**config.mk**
```make
export PLATFORM = sky130hd
export DESIGN_NAME = ddr_rw_arbiter
export DESIGN_NICKNAME = d
export VERILOG_FILES = /design/src/rtl/ddr_rw_arbiter.sv
export SDC_FILE = /design/constraint.sdc
export NUM_CORES = 1
export LEC_CHECK = 0
export ABC_AREA = 0
export BUFFER_PORTS_ARGS = -buffer_cell sky130_fd_sc_hd__buf_4
export CORE_MARGIN = 4
export CORE_UTILIZATION = 59
export CTS_CLUSTER_DIAMETER = 100
export DETAILED_ROUTE_END_ITERATION = 16
export GPL_ROUTABILITY_DRIVEN = 0
export PLACE_DENSITY = 0.92
export SLEW_MARGIN = 20
export SYNTH_ARGS = -nofsm -noshare
export SYNTH_HDL_FRONTEND = slang
export SYNTH_SLANG_ARGS = --single-unit
```
**constraint.sdc**
```tcl
create_clock -name clk_100 -period 6.8 [get_ports clk_100]
set_input_delay 1.02 -clock clk_100 [delete_from_list [all_inputs] [get_ports clk_100]]
set_output_delay 1.02 -clock clk_100 [all_outputs]
set_load 0.02 [all_outputs]
```
**src/rtl/ddr_rw_arbiter.sv**
```systemverilog
// ddr_rw_arbiter: schedules DDR write/read bursts between frame FIFOs with ping-pong frame banks
module ddr_rw_arbiter #(
  parameter int BURST_LEN   = 64,
  parameter int FRAME_BEATS = 129600,
  parameter int BANK_STRIDE = 'h0200000,
  parameter int ADDR_W      = 28,
  parameter int RD_THRESH   = 1024
) (
  input  logic              clk_100,
  input  logic              rst_h,
  input  logic              ddr_init_done,
  input  logic              wr_load,
  input  logic              rd_load,
  input  logic [10:0]       wfifo_rcount,
  output logic              wfifo_rd_en,
  input  logic [10:0]       rfifo_wcount,
  output logic              rfifo_wr_en,
  output logic              cmd_valid,
  input  logic              cmd_ready,
  output logic              cmd_wr,
  output logic [ADDR_W-1:0] cmd_addr,
  output logic [7:0]        cmd_len,
  input  logic              ddr_wdata_rdy,
  input  logic              ddr_rdata_vld,
  output logic              busy
);
  localparam int OW = $clog2(FRAME_BEATS + 1);
  localparam logic [10:0] BL_C = 11'(BURST_LEN);
  localparam logic [10:0] TH_C = 11'(RD_THRESH);
  localparam logic [7:0] LEN_C = 8'(BURST_LEN - 1);
  localparam logic [OW-1:0] FB_C = OW'(FRAME_BEATS);
  localparam logic [OW-1:0] BLO_C = OW'(BURST_LEN);
  localparam logic [ADDR_W-1:0] STRIDE_C = ADDR_W'(BANK_STRIDE);

  typedef enum logic [2:0] {IDLE, WR_CMD, WR_DATA, RD_CMD, RD_DATA} state_t;

  state_t state_q, state_d;
  logic wr_load_q, rd_load_q;
  logic [OW-1:0] wr_off_q, wr_off_d, rd_off_q, rd_off_d, wr_nxt, rd_nxt;
  logic wr_bank_q, wr_bank_d, rd_bank_q, rd_bank_d;
  logic last_wr_q, last_wr_d, wr_pend_q, wr_pend_d, rd_pend_q, rd_pend_d;
  logic [7:0] beat_q, beat_d, cmd_len_q, cmd_len_d;
  logic cmd_valid_q, cmd_valid_d, cmd_wr_q, cmd_wr_d;
  logic [ADDR_W-1:0] cmd_addr_q, cmd_addr_d, wr_addr, rd_addr;
  logic wr_rise, rd_rise, wr_req, rd_req, grant_wr, grant_rd, wr_dir, rd_dir;
  logic beat_last, wr_end, rd_end, wr_frame, rd_frame;

  assign cmd_valid = cmd_valid_q;
  assign cmd_wr    = cmd_wr_q;
  assign cmd_addr  = cmd_addr_q;
  assign cmd_len   = cmd_len_q;
  assign busy      = state_q != IDLE;

  // Arbitration, frame/bank bookkeeping and next-state logic
  always_comb begin
    wr_rise     = wr_load & ~wr_load_q;
    rd_rise     = rd_load & ~rd_load_q;
    wr_req      = ddr_init_done & (wfifo_rcount >= BL_C);
    rd_req      = ddr_init_done & (rfifo_wcount < TH_C);
    grant_wr    = state_q == IDLE & wr_req & (~rd_req | ~last_wr_q);
    grant_rd    = state_q == IDLE & rd_req & ~grant_wr;
    wr_dir      = state_q == WR_CMD | state_q == WR_DATA;
    rd_dir      = state_q == RD_CMD | state_q == RD_DATA;
    wfifo_rd_en = state_q == WR_DATA & ddr_wdata_rdy;
    rfifo_wr_en = state_q == RD_DATA & ddr_rdata_vld;
    beat_last   = beat_q == LEN_C;
    wr_end      = wfifo_rd_en & beat_last;
    rd_end      = rfifo_wr_en & beat_last;
    wr_frame    = wr_dir ? wr_end & (wr_pend_q | wr_rise) : wr_rise;
    rd_frame    = rd_dir ? rd_end & (rd_pend_q | rd_rise) : rd_rise;
    wr_pend_d   = wr_dir & ~wr_end & (wr_pend_q | wr_rise);
    rd_pend_d   = rd_dir & ~rd_end & (rd_pend_q | rd_rise);
    wr_nxt      = wr_off_q + BLO_C;
    rd_nxt      = rd_off_q + BLO_C;
    wr_bank_d   = wr_frame ? ~wr_bank_q : wr_bank_q;
    rd_bank_d   = wr_frame ? wr_bank_q : rd_bank_q;
    wr_off_d    = wr_frame ? '0 : wr_end ? (wr_nxt >= FB_C ? '0 : wr_nxt) : wr_off_q;
    rd_off_d    = rd_frame ? '0 : rd_end ? (rd_nxt >= FB_C ? '0 : rd_nxt) : rd_off_q;
    wr_addr     = (wr_bank_d ? STRIDE_C : '0) + ADDR_W'({wr_off_d, 3'b000});
    rd_addr     = (rd_bank_d ? STRIDE_C : '0) + ADDR_W'({rd_off_d, 3'b000});
    beat_d      = (wfifo_rd_en | rfifo_wr_en) ? (beat_last ? '0 : beat_q + 8'd1) : beat_q;
    last_wr_d   = grant_wr ? 1'b1 : grant_rd ? 1'b0 : last_wr_q;
    cmd_wr_d    = (grant_wr | grant_rd) ? grant_wr : cmd_wr_q;
    cmd_addr_d  = grant_wr ? wr_addr : grant_rd ? rd_addr : cmd_addr_q;
    cmd_len_d   = (grant_wr | grant_rd) ? LEN_C : cmd_len_q;
    state_d     = state_q;
    case (state_q)
      IDLE:    state_d = grant_wr ? WR_CMD : grant_rd ? RD_CMD : IDLE;
      WR_CMD:  state_d = cmd_valid_q & cmd_ready ? WR_DATA : WR_CMD;
      WR_DATA: state_d = wr_end ? IDLE : WR_DATA;
      RD_CMD:  state_d = cmd_valid_q & cmd_ready ? RD_DATA : RD_CMD;
      RD_DATA: state_d = rd_end ? IDLE : RD_DATA;
      default: state_d = IDLE;
    endcase
    cmd_valid_d = state_d == WR_CMD | state_d == RD_CMD;
  end

  // State and datapath registers with synchronous reset
  always_ff @(posedge clk_100) begin
    if (rst_h) begin
      state_q     <= IDLE;
      wr_load_q   <= 1'b0;
      rd_load_q   <= 1'b0;
      wr_off_q    <= '0;
      rd_off_q    <= '0;
      wr_bank_q   <= 1'b0;
      rd_bank_q   <= 1'b1;
      last_wr_q   <= 1'b0;
      wr_pend_q   <= 1'b0;
      rd_pend_q   <= 1'b0;
      beat_q      <= '0;
      cmd_valid_q <= 1'b0;
      cmd_wr_q    <= 1'b0;
      cmd_addr_q  <= '0;
      cmd_len_q   <= '0;
    end else begin
      state_q     <= state_d;
      wr_load_q   <= wr_load;
      rd_load_q   <= rd_load;
      wr_off_q    <= wr_off_d;
      rd_off_q    <= rd_off_d;
      wr_bank_q   <= wr_bank_d;
      rd_bank_q   <= rd_bank_d;
      last_wr_q   <= last_wr_d;
      wr_pend_q   <= wr_pend_d;
      rd_pend_q   <= rd_pend_d;
      beat_q      <= beat_d;
      cmd_valid_q <= cmd_valid_d;
      cmd_wr_q    <= cmd_wr_d;
      cmd_addr_q  <= cmd_addr_d;
      cmd_len_q   <= cmd_len_d;
    end
  end
endmodule

```
# After elaboration in Yosys (flattened, before gate mapping)
# Index checks and enable logic that the tools add are counted.
[classes] bitwise_logic=35 n_addsub=5 n_reduce_logical=3 eq_ne=7 order_cmp=4 muxes=24
[ops] cell="$mux W17" n=6
[ops] cell="$mux W28" n=2
[ops] cell="$add A22 B20 Y23" n=2
[ops] cell="$mux W22" n=2
[ops] cell="$add A17 B7 Y17 const B" n=2
[ops] cell="$ge A17 B17 Y1 const B" n=2
[ops] cell="$and A1 B1 Y1" n=19
[ops] cell="$pmux W3 S5" n=1
[ops] cell="$ge A11 B7 Y1 const B" n=1
[ops] cell="$lt A11 B11 Y1 const B" n=1
[ops] cell="$eq A3 B2 Y1 const B" n=3
[ops] cell="$add A8 B1 Y8 const B" n=1
[ops] cell="$eq A8 B6 Y1 const B" n=1
[ops] cell="$mux W2" n=4
[ops] cell="$mux W8" n=1
[ops] cell="$not A1 Y1" n=8
[ops] cell="$or A1 B1 Y1" n=8
[ops] cell="$eq A3 B1 Y1 const B" n=2
[ops] cell="$mux W1" n=6
[ops] cell="$mux W3" n=2
[ops] cell="$eq A3 B3 Y1 const B" n=1
[ops] cell="$logic_not A3 Y1" n=1
[ops] cell="$reduce_bool A3 Y1" n=1
[ops] cell="$reduce_bool A2 Y1" n=1
[totals] ff_bits=83 output_inout_bits=41 input_bits=30

# Depth between registers and ports, before layout
# Gate-level depths: netlist (run 1).
[logic_depth] ltp_word=12 ltp_mapped=8 mapped_depth_nobuf=7

# Least setup slack after synthesis (run 1)
# Ideal clock, no wire load.
[synth_timing] kind="in2reg" startpoint="input ddr_rdata_vld" endpoint="register rd_off_q[15]" n_path_buf=1 stages=7 slack_ns=4.133 arrival_time_ns=2.529 setup_time_ns=0.138 path_cell_list="nand4bb_4 -> clkinv_2 -> nand3_4 -> or4_4 -> a2111oi_4 -> buf_6 -> nor3_2"
[synth_via] elab_chain_cells=5 elab_cells_between_ends=6 cone_classes="mux (3); bitwise (3)"
[synth_lines] item="start: declaration" line_no="24" rtl="input logic ddr_rdata_vld,"
[synth_lines] item="$and A1 B1 Y1 *" line_no="65" rtl="rfifo_wr_en = state_q == RD_DATA & ddr_rdata_vld;"
[synth_lines] item="named net rfifo_wr_en" line_no="17" rtl="output logic rfifo_wr_en,"
[synth_lines] item="$and A1 B1 Y1 *" line_no="68" rtl="rd_end = rfifo_wr_en & beat_last;"
[synth_lines] item="$and A1 B1 Y1" line_no="70" rtl="rd_frame = rd_dir ? rd_end & (rd_pend_q | rd_rise) : rd_rise;"
[synth_lines] item="$mux W1" line_no="70"
[synth_lines] item="$mux W17 *" line_no="78" rtl="rd_off_d = rd_frame ? '0 : rd_end ? (rd_nxt >= FB_C ? '0 : rd_nxt) : rd_off_q;"
[synth_lines] item="end signal: assignment" line_no="121" rtl="rd_off_q <= rd_off_d;"
[synth_lines] item="end: declaration" line_no="39" rtl="logic [OW-1:0] wr_off_q, wr_off_d, rd_off_q, rd_off_d, wr_nxt, rd_nxt;"
# The timed path passes the listed nets; every way through them passes the cells marked *.
# A chain may end at the register's enable or synchronous reset.

# Worst setup path in the final report (run 1)
[layout_timing] startpoint="input ddr_wdata_rdy" endpoint="register wr_off_q[2]"
[layout_via] elab_chain_cells=5 elab_cells_between_ends=6 cone_classes="mux (3); bitwise (3)"
[layout_lines] item="start: declaration" line_no="23" rtl="input logic ddr_wdata_rdy,"
[layout_lines] item="$and A1 B1 Y1 *" line_no="64" rtl="wfifo_rd_en = state_q == WR_DATA & ddr_wdata_rdy;"
[layout_lines] item="$and A1 B1 Y1 *" line_no="67" rtl="wr_end = wfifo_rd_en & beat_last;"
[layout_lines] item="$and A1 B1 Y1" line_no="69" rtl="wr_frame = wr_dir ? wr_end & (wr_pend_q | wr_rise) : wr_rise;"
[layout_lines] item="$mux W1" line_no="69"
[layout_lines] item="$mux W17 *" line_no="77" rtl="wr_off_d = wr_frame ? '0 : wr_end ? (wr_nxt >= FB_C ? '0 : wr_nxt) : wr_off_q;"
[layout_lines] item="end signal: assignment" line_no="120" rtl="wr_off_q <= wr_off_d;"
[layout_lines] item="end: declaration" line_no="39"
# Every way passes the cells marked *; elsewhere a longest branch is shown, timed or not.

==> results.yml, run 1 <==
grt:
  grt_overflow: 0
  antenna_found_initial: 0
  grt_pass1_vias: 2953
  grt_max_degree: 22
  grt_use_total_pct: 23.11
  grt_pass1_wl_mm: 13.52
routing:
  ant_nets: 0
  drc: 0
  drt_iter0_markers: 230
  via_count: 3035
  wl_mm: 8.078
  via_per_inst: 6.070
  drt_pre_antenna_iters: 5
  post_drt_wl_per_cell_microns: 16.16
setup_path:
  cp.required_ns: 6.99
  cp-end-kind: "flop"
  crit_path_start_kind: "primary input"
  worstPathArrival_ns: 3.13
  path_max_fanout: 17
  path_class: "primary input to flop"
die:
  io_pins: 71
  dieHeight_microns: 85.58
  initial_core_util_pct: 62.57
  die_w_microns: 85.58
  core_sq_mm: 0.005675
  dieArea_sq_mm: 0.007324
  rows: 27
synthesis:
  synthCells: 392
  syn_area_sq_mm: 0.003551
  ys_seq_area_share_pct: 40.59
  synth.distinct_cells: 61
  synthArstFlopShare_pct: 0
  synth_area_per_cell_sq_um: 9.058
  synth_edf_count: 0
  synth-seq-cells: 72
  yosysWarnings: 0
  ys.flop_type: "dfxtp_1"
outcome:
  status: "finished, final reports clean"
layout:
  final_nets: 458
  layout-drive-gt1-share_pct: 16.82
  layout_common_cells: "72 x dfxtp_1, 43 x buf_4, 37 x nor2_1"
  antenna_cells: 0
  syn2layout_area_growth_pct: 12.05
  mostFrequentLayoutCell: "dfxtp_1"
clock_network:
  numCtsBuffers: 9
  cts_tree: "built"
  cts.sinks: 72
  cts_htree_levels: 3
  clk_path_buf_depth: 2
  clk_latency_ns: 0.35
  clock-root-buffer: "clkbuf_8"
  cts.repair.resized: 0
  clkTransAtPathRegs_ns: 0.09
  post_cts_buffers: 0
  cts_hold_buf: 0
pwr:
  ir_drop_v: 0.0001999
  cellLeakagePower_nw: 1.475
  powerDensity_mw_per_mm2: 212.3
placed_design:
  portBuffers: 42
  pre_cts_ws_ns: 3.504
  dp_hpwl_mm: 5.757
sta:
  maxSlewHeadroom_pct: 29.95
  finalCritPeriodShare_pct: 43.27
  holdWs_ns: 0.4575
  slew_viol_final: 0
  fin_ws_ns: 3.858
  tns_ns: 0
  fin_skew_ns: 0.01027
  setup_viol: 0
  fin_crit_ns: 2.942
  rsz0062_at_grt: "false"
  fmax_mhz: 339.9
  finalHoldViolCount: 0
  tightest_slew_ns: 1.051
worst_hold_path:
  min_path_type: "flop to flop"
run:
  cap_violations: 0
power by group:
| part | leakage (nW) | internal (mW) | switching, mW | total, mW |
|---|---|---|---|---|
| clock network | 0.101 | 0.144 | 0.185 | 0.329 |
| registers | 0.582 | 0.428 | 0.00798 | 0.436 |
| logic | 0.792 | 0.0295 | 0.0496 | 0.0790 |
| total | 1.47 | 0.602 | 0.243 | 0.845 |
Yosys cell counts, types with 2 or more instances:
cell / n / share of area [%]
o221ai_1: 8 / 2.0
buf_6: 2 / 0.63
nor4_1: 5 / 0.88
o21ai_0: 10 / 1.4
nand4_1: 8 / 1.4
mux2i_1: 3 / 0.85
xor2_1: 12 / 3.0
o32a_1: 2 / 0.56
nand3_1: 11 / 1.6
clkbuf_1: 3 / 0.32
nand2_1: 34 / 3.6
a21oi_1: 6 / 0.85
and4_1: 3 / 0.74
o21a_1: 3 / 0.63
or3_1: 4 / 0.70
buf_1: 2 / 0.21
buf_2: 8 / 1.1
a2111oi_4: 2 / 1.6
ha_1: 5 / 1.8
nor3b_1: 9 / 1.9
inv_1: 10 / 1.1
nor2_1: 38 / 4.0
nor3_2: 3 / 0.85
o211ai_1: 3 / 0.63
xnor2_1: 24 / 5.9
a221o_1: 6 / 1.7
dfxtp_1: 72 / 41
and3b_1: 2 / 0.49
a32oi_1: 4 / 0.99
buf_4: 18 / 3.8
a311oi_1: 2 / 0.49
a211oi_1: 2 / 0.42
nor3_1: 28 / 3.9
nor2b_1: 3 / 0.53
and3_1: 11 / 1.9
final timing paths:
kind                                    start     endpoint  slack, ns  cells past startpoint
worst max-delay path            ddr_wdata_rdy  wr_off_q[2]       3.86                      6
worst min-delay path              rd_off_q[3]  rd_off_q[3]       0.46                      2
worst max register to register      beat_q[0]  wr_off_q[2]       3.88                      6
worst min register to register    rd_off_q[3]  rd_off_q[3]       0.46                      2
cell families after synthesis:
family | after synthesis | synth area share [%]
compound gates | 57 | 13.35
flops | 72 | 40.59
simple gates | 173 | 27.03
mux | 3 | 0.8457
buf+inv | 45 | 7.435
xor+xnor | 36 | 8.879
fa+ha+maj | 5 | 1.762
other cells | 1 | 0.1056
layout make-up:
type	instances	area [sq um]
inverter	11	42.54
tap	72	90.09
timing repair buffer	43	322.8
multi-input combinational	286	1889
fill	437	1697
clock buffer	9	123.9
clock inverter	7	68.82
sequential	72	1441
state kept, by name, summed over array words and instances (netlist names):
register	flops
cmd_len	1
rd_bank_q	1
cmd_addr	18
wr_off_q	17
wr_bank_q	1
cmd_valid	1
state_q	3
wr_load_q	1
wr_pend_q	1
rd_pend_q	1
beat_q	8
rd_load_q	1
rd_off_q	17
last_wr_q	1
stage by stage:
stage          utilization [%]  cells  total power [mW]  area, sq um
6_report                 70.11    500            0.8448         3979
5_1_grt                  70.11    500            0.8779         3979
4_1_cts                  70.06    500            0.8482         3976
3_5_place_dp             66.67    484            0.5248         3784
3_3_place_gp             66.67    484            0.5213         3784
2_1_floorplan                -    403            0.5076         3592
critical path, cell delays in order:
cell	delay (ns)
buf_4	0.08
nand4bb_1	0.25
nor4_1	0.46
o21ai_0	0.25
a2111oi_4	0.94
nor3b_1	0.14
routing by layer:
layer  vias up  GRT usage (%)  part of all wire (%)
met1      1447          27.68                    41
met5         -              0                     0
met4         0          8.058                   2.6
met3        25          8.069                   7.0
met2       108          38.49                    49
li1       1455              -                     -
Note: power is estimated with default switching activity, not from simulation.
==> run 2, diff against run 1 <==
--- a/config.mk
+++ b/config.mk
@@ -5,14 +5,14 @@
 export SDC_FILE = /design/constraint.sdc
 export NUM_CORES = 1
 export LEC_CHECK = 0
-export ABC_AREA = 0
+export ABC_AREA = 1
 export BUFFER_PORTS_ARGS = -buffer_cell sky130_fd_sc_hd__buf_4
 export CORE_MARGIN = 4
-export CORE_UTILIZATION = 59
+export CORE_UTILIZATION = 56
 export CTS_CLUSTER_DIAMETER = 100
 export DETAILED_ROUTE_END_ITERATION = 16
 export GPL_ROUTABILITY_DRIVEN = 0
-export PLACE_DENSITY = 0.92
+export PLACE_DENSITY = 0.87
 export SLEW_MARGIN = 20
 export SYNTH_ARGS = -nofsm -noshare
 export SYNTH_HDL_FRONTEND = slang
==> constraint.sdc (replaced) <==
create_clock -name clk_100 -period 3.1 [get_ports clk_100]
set_input_delay 0.465 -clock clk_100 [delete_from_list [all_inputs] [get_ports clk_100]]
set_output_delay 0.465 -clock clk_100 [all_outputs]
set_load 0.02 [all_outputs]
==> run 2 against run 1 <==
Against the previous run:
- sequential cell count unchanged
- die area up 14%
- core utilization shrank 6.2 points
- sequential power up 120%
- sequential share of layout area down 2.9 points
- global-route usage decreased by 1.4 points
- non-clock buffer count down 1
- clock-buffer cell count grew 2
- area after synthesis is 9.6% higher
- routed wire length increased by 10%
- via count grew 19%
- register-to-register slack lost 3.1 ns
- critical endpoint is now cmd_addr[13]
- largest power group unchanged
- highest routed layer unchanged
==> results.yml, run 2 <==
clock_network:
  clk_path_buf_depth: 2
  cts_hold_buf: 0
  cts_tree: "built"
  cts.repair.resized: 0
  post_cts_buffers: 0
  cts_htree_levels: 3
  clock-root-buffer: "clkbuf_8"
  numCtsBuffers: 9
  cts.sinks: 72
  clk_latency_ns: 0.35
  clkTransAtPathRegs_ns: 0.08
pwr:
  p_total_mw: 2.018
  powerDensity_mw_per_mm2: 467.0
  seqPwrFrac_pct: 47.6
  ir_drop_v: 0.0002847
  cellLeakagePower_nw: 1.930
  swShare_pct: 26.35
  cellInternalPower_mw: 1.486
  pwr-share-clk_pct: 40.3
  comb_power_share_pct: 12.2
  switching_power_uw: 531.6
routing:
  post_drt_wl_per_cell_microns: 13.19
  wl_mm: 8.905
  drt_iter0_markers: 248
  via_per_inst: 5.363
  ant_nets: 0
  drc: 0
  drt_pre_antenna_iters: 5
  via_count: 3620
grt:
  grt_pass1_vias: 3412
  grt_max_degree: 22
  grt_overflow: 0
  grt_use_total_pct: 21.72
  antenna_found_initial: 0
  grt_pass1_wl_mm: 14.92
setup_path:
  rrSetupSlack_ns: 0.78
  timing.rr.start: "state_q[0]"
  path_max_fanout: 21
  crit_chain: "nor2_2 -> nand2_1 -> inv_1 -> nand3_1 -> a21oi_2 -> nor2_1 -> nand2_1 -> inv_2 -> nand2_1 -> nand2_1 -> inv_1 -> nand2_1"
  cp.required_ns: 3.34
  worstPathArrival_ns: 2.57
  critPathMostFrequentCell: "nand2_1"
  max_stage_delay_ns: 0.67
  cp-end-kind: "flop"
  cp_top_family: "simple AND/OR/NAND/NOR gates"
  worstReg2RegEnd: "cmd_addr[13]"
  cp_num_buf_inv: 3
  cp_slowest_cell: "a21oi_2"
  r2r_cells: 12
  path_class: "flop to flop"
  crit_path_start_kind: "flop"
sta:
  slew_viol_final: 0
  tns_ns: 0
  fin_crit_ns: 2.323
  finalCritPeriodShare_pct: 74.94
  maxSlewHeadroom_pct: 39.24
  setup_viol: 0
  finalHoldViolCount: 0
  fmax_mhz: 430.5
  fin_skew_ns: 0.01124
  rsz0062_at_grt: "false"
  tightest_slew_ns: 0.9114
layout:
  antenna_cells: 0
  post-route-util_pct: 63.94
  layout_common_cells: "125 x nand2_1, 77 x inv_1, 72 x dfxtp_1"
  layout-drive-gt1-share_pct: 17.65
  largest_reg_flops: 18
  syn2layout_area_growth_pct: 10.99
  final_area_sq_mm: 0.004320
  final_nets: 627
  mostFrequentLayoutCell: "nand2_1"
  fin_cells: 675
synthesis:
  ys_seq_area_share_pct: 37.03
  synthCells: 561
  synthArstFlopShare_pct: 0
  yosysMostFrequentCell: "nand2_1"
  yosys-top-cells-count: "125 x nand2_1, 77 x inv_1, 72 x dfxtp_1, 62 x nor2_1, 41 x nand3_1"
  yosysWarnings: 0
  synth_area_per_cell_sq_um: 6.938
  synth_top_cell_by_area: "dfxtp_1"
  synth.distinct_cells: 38
  ys.flop_type: "dfxtp_1"
  synth-seq-cells: 72
  ys_top_cells_by_area: "dfxtp_1 37%, nand2_1 12%, inv_1 7.4%"
  syn_area_sq_mm: 0.003892
  synth_edf_count: 0
  synth_top_cell_area_share_pct: 37.03
die:
  io_pins: 71
  rows: 30
  core_sq_mm: 0.006756
  dieHeight_microns: 91.37
  dieArea_sq_mm: 0.008348
  die_w_microns: 91.37
  initial_core_util_pct: 57.61
placed_design:
  placed_area_sq_mm: 0.004111
  placed_cells: 661
  portBuffers: 42
  dp_hpwl_mm: 6.431
outcome:
  status: "finished, final reports clean"
worst_hold_path:
  hold_end: "rd_load_q"
  hold_path.startpoint: "rd_load"
  min_path_type: "primary input to flop"
  hold_depth: 3
run:
  cap_violations: 0
==> run 2: cell count changes in the layout (fill, tap and decap cells not counted), moves of 8 or more <==
cell | previous run | this run
o21ai_0 | 10 | 20
nor3_1 | 28 | 12
nor2_2 | 1 | 21
and3_1 | 11 | 0
nand4_1 | 8 | 29
a21oi_1 | 6 | 14
nor2_1 | 37 | 62
inv_1 | 10 | 77
nand3_1 | 11 | 41
nand2_1 | 34 | 125
xnor2_1 | 24 | 1
nor3b_1 | 9 | 1
o221ai_1 | 8 | 0
==> run 2: worst max-delay path by stage <==
stage,from,to,cells past startpoint
after floorplan,wr_off_q[6],wr_off_q[9],13
after global placement,wfifo_rcount[9],cmd_addr[13],12
after detailed placement,beat_q[0],cmd_addr[18],9
after CTS,state_q[0],cmd_addr[13],12
after global routing,state_q[0],cmd_addr[13],12
final,state_q[0],cmd_addr[13],12
==> run 2: tightest hold or removal path, cell delays in order <==
cell and delay [ns]:
buf_4 0.09, inv_1 0.03, nor2_1 0.06
==> run 2: per-layer routing <==
| metal | GRT usage, % | share of wire (%) | up-vias |
|---|---|---|---|
| li1 | - | - | 1814 |
| met1 | 26.35 | 43 | 1637 |
| met2 | 36.60 | 48 | 153 |
| met3 | 5.882 | 6.7 | 16 |
| met4 | 8.166 | 2.0 | 0 |
| met5 | 0 | 0 | - |
==> run 2: stage by stage <==
stage	setup WS [ns]	hold slack, ns
global placement	0.9200	0.4435
floorplan	1.326	0.4223
finish	0.7770	0.3408
global route	0.5052	0.3396
CTS	0.8418	0.3357
detailed placement	0.8772	0.4447
==> run 2: cells by family (layout without fill, tap and decap cells) <==
logic type                 Yosys count  count (layout)  share of synthesized area, %
buffers and inverters              113             136                         13.82
and+or+nand+nor                    318             318                         39.06
adders and majority gates            5               5                         1.607
DFF                                 72              72                         37.03
other                                1              12                       0.09634
AOI/OAI and AO/OA                   44              44                         6.590
xor gates and xnor gates             8               8                         1.800
==> run 2: layout make-up <==
type | count | area (sq um)
flip-flops and latches | 72 | 1441
well taps | 80 | 100.1
fillers | 577 | 2436
repair buffers | 42 | 315.3
multi-input cells | 387 | 1954
clock buffers | 11 | 141.4
inverters | 80 | 300.3
clock inverters | 3 | 67.56
==> run 2: power groups by stage <==
stage          clock, mW  sequential (mW)  combinational (mW)
3_5_place_dp           0            0.981               0.241
3_3_place_gp           0            0.979               0.234
4_1_cts            0.824            0.959               0.243
2_1_floorplan          0            0.989               0.191
6_report           0.813            0.959               0.246
5_1_grt            0.854            0.963               0.268
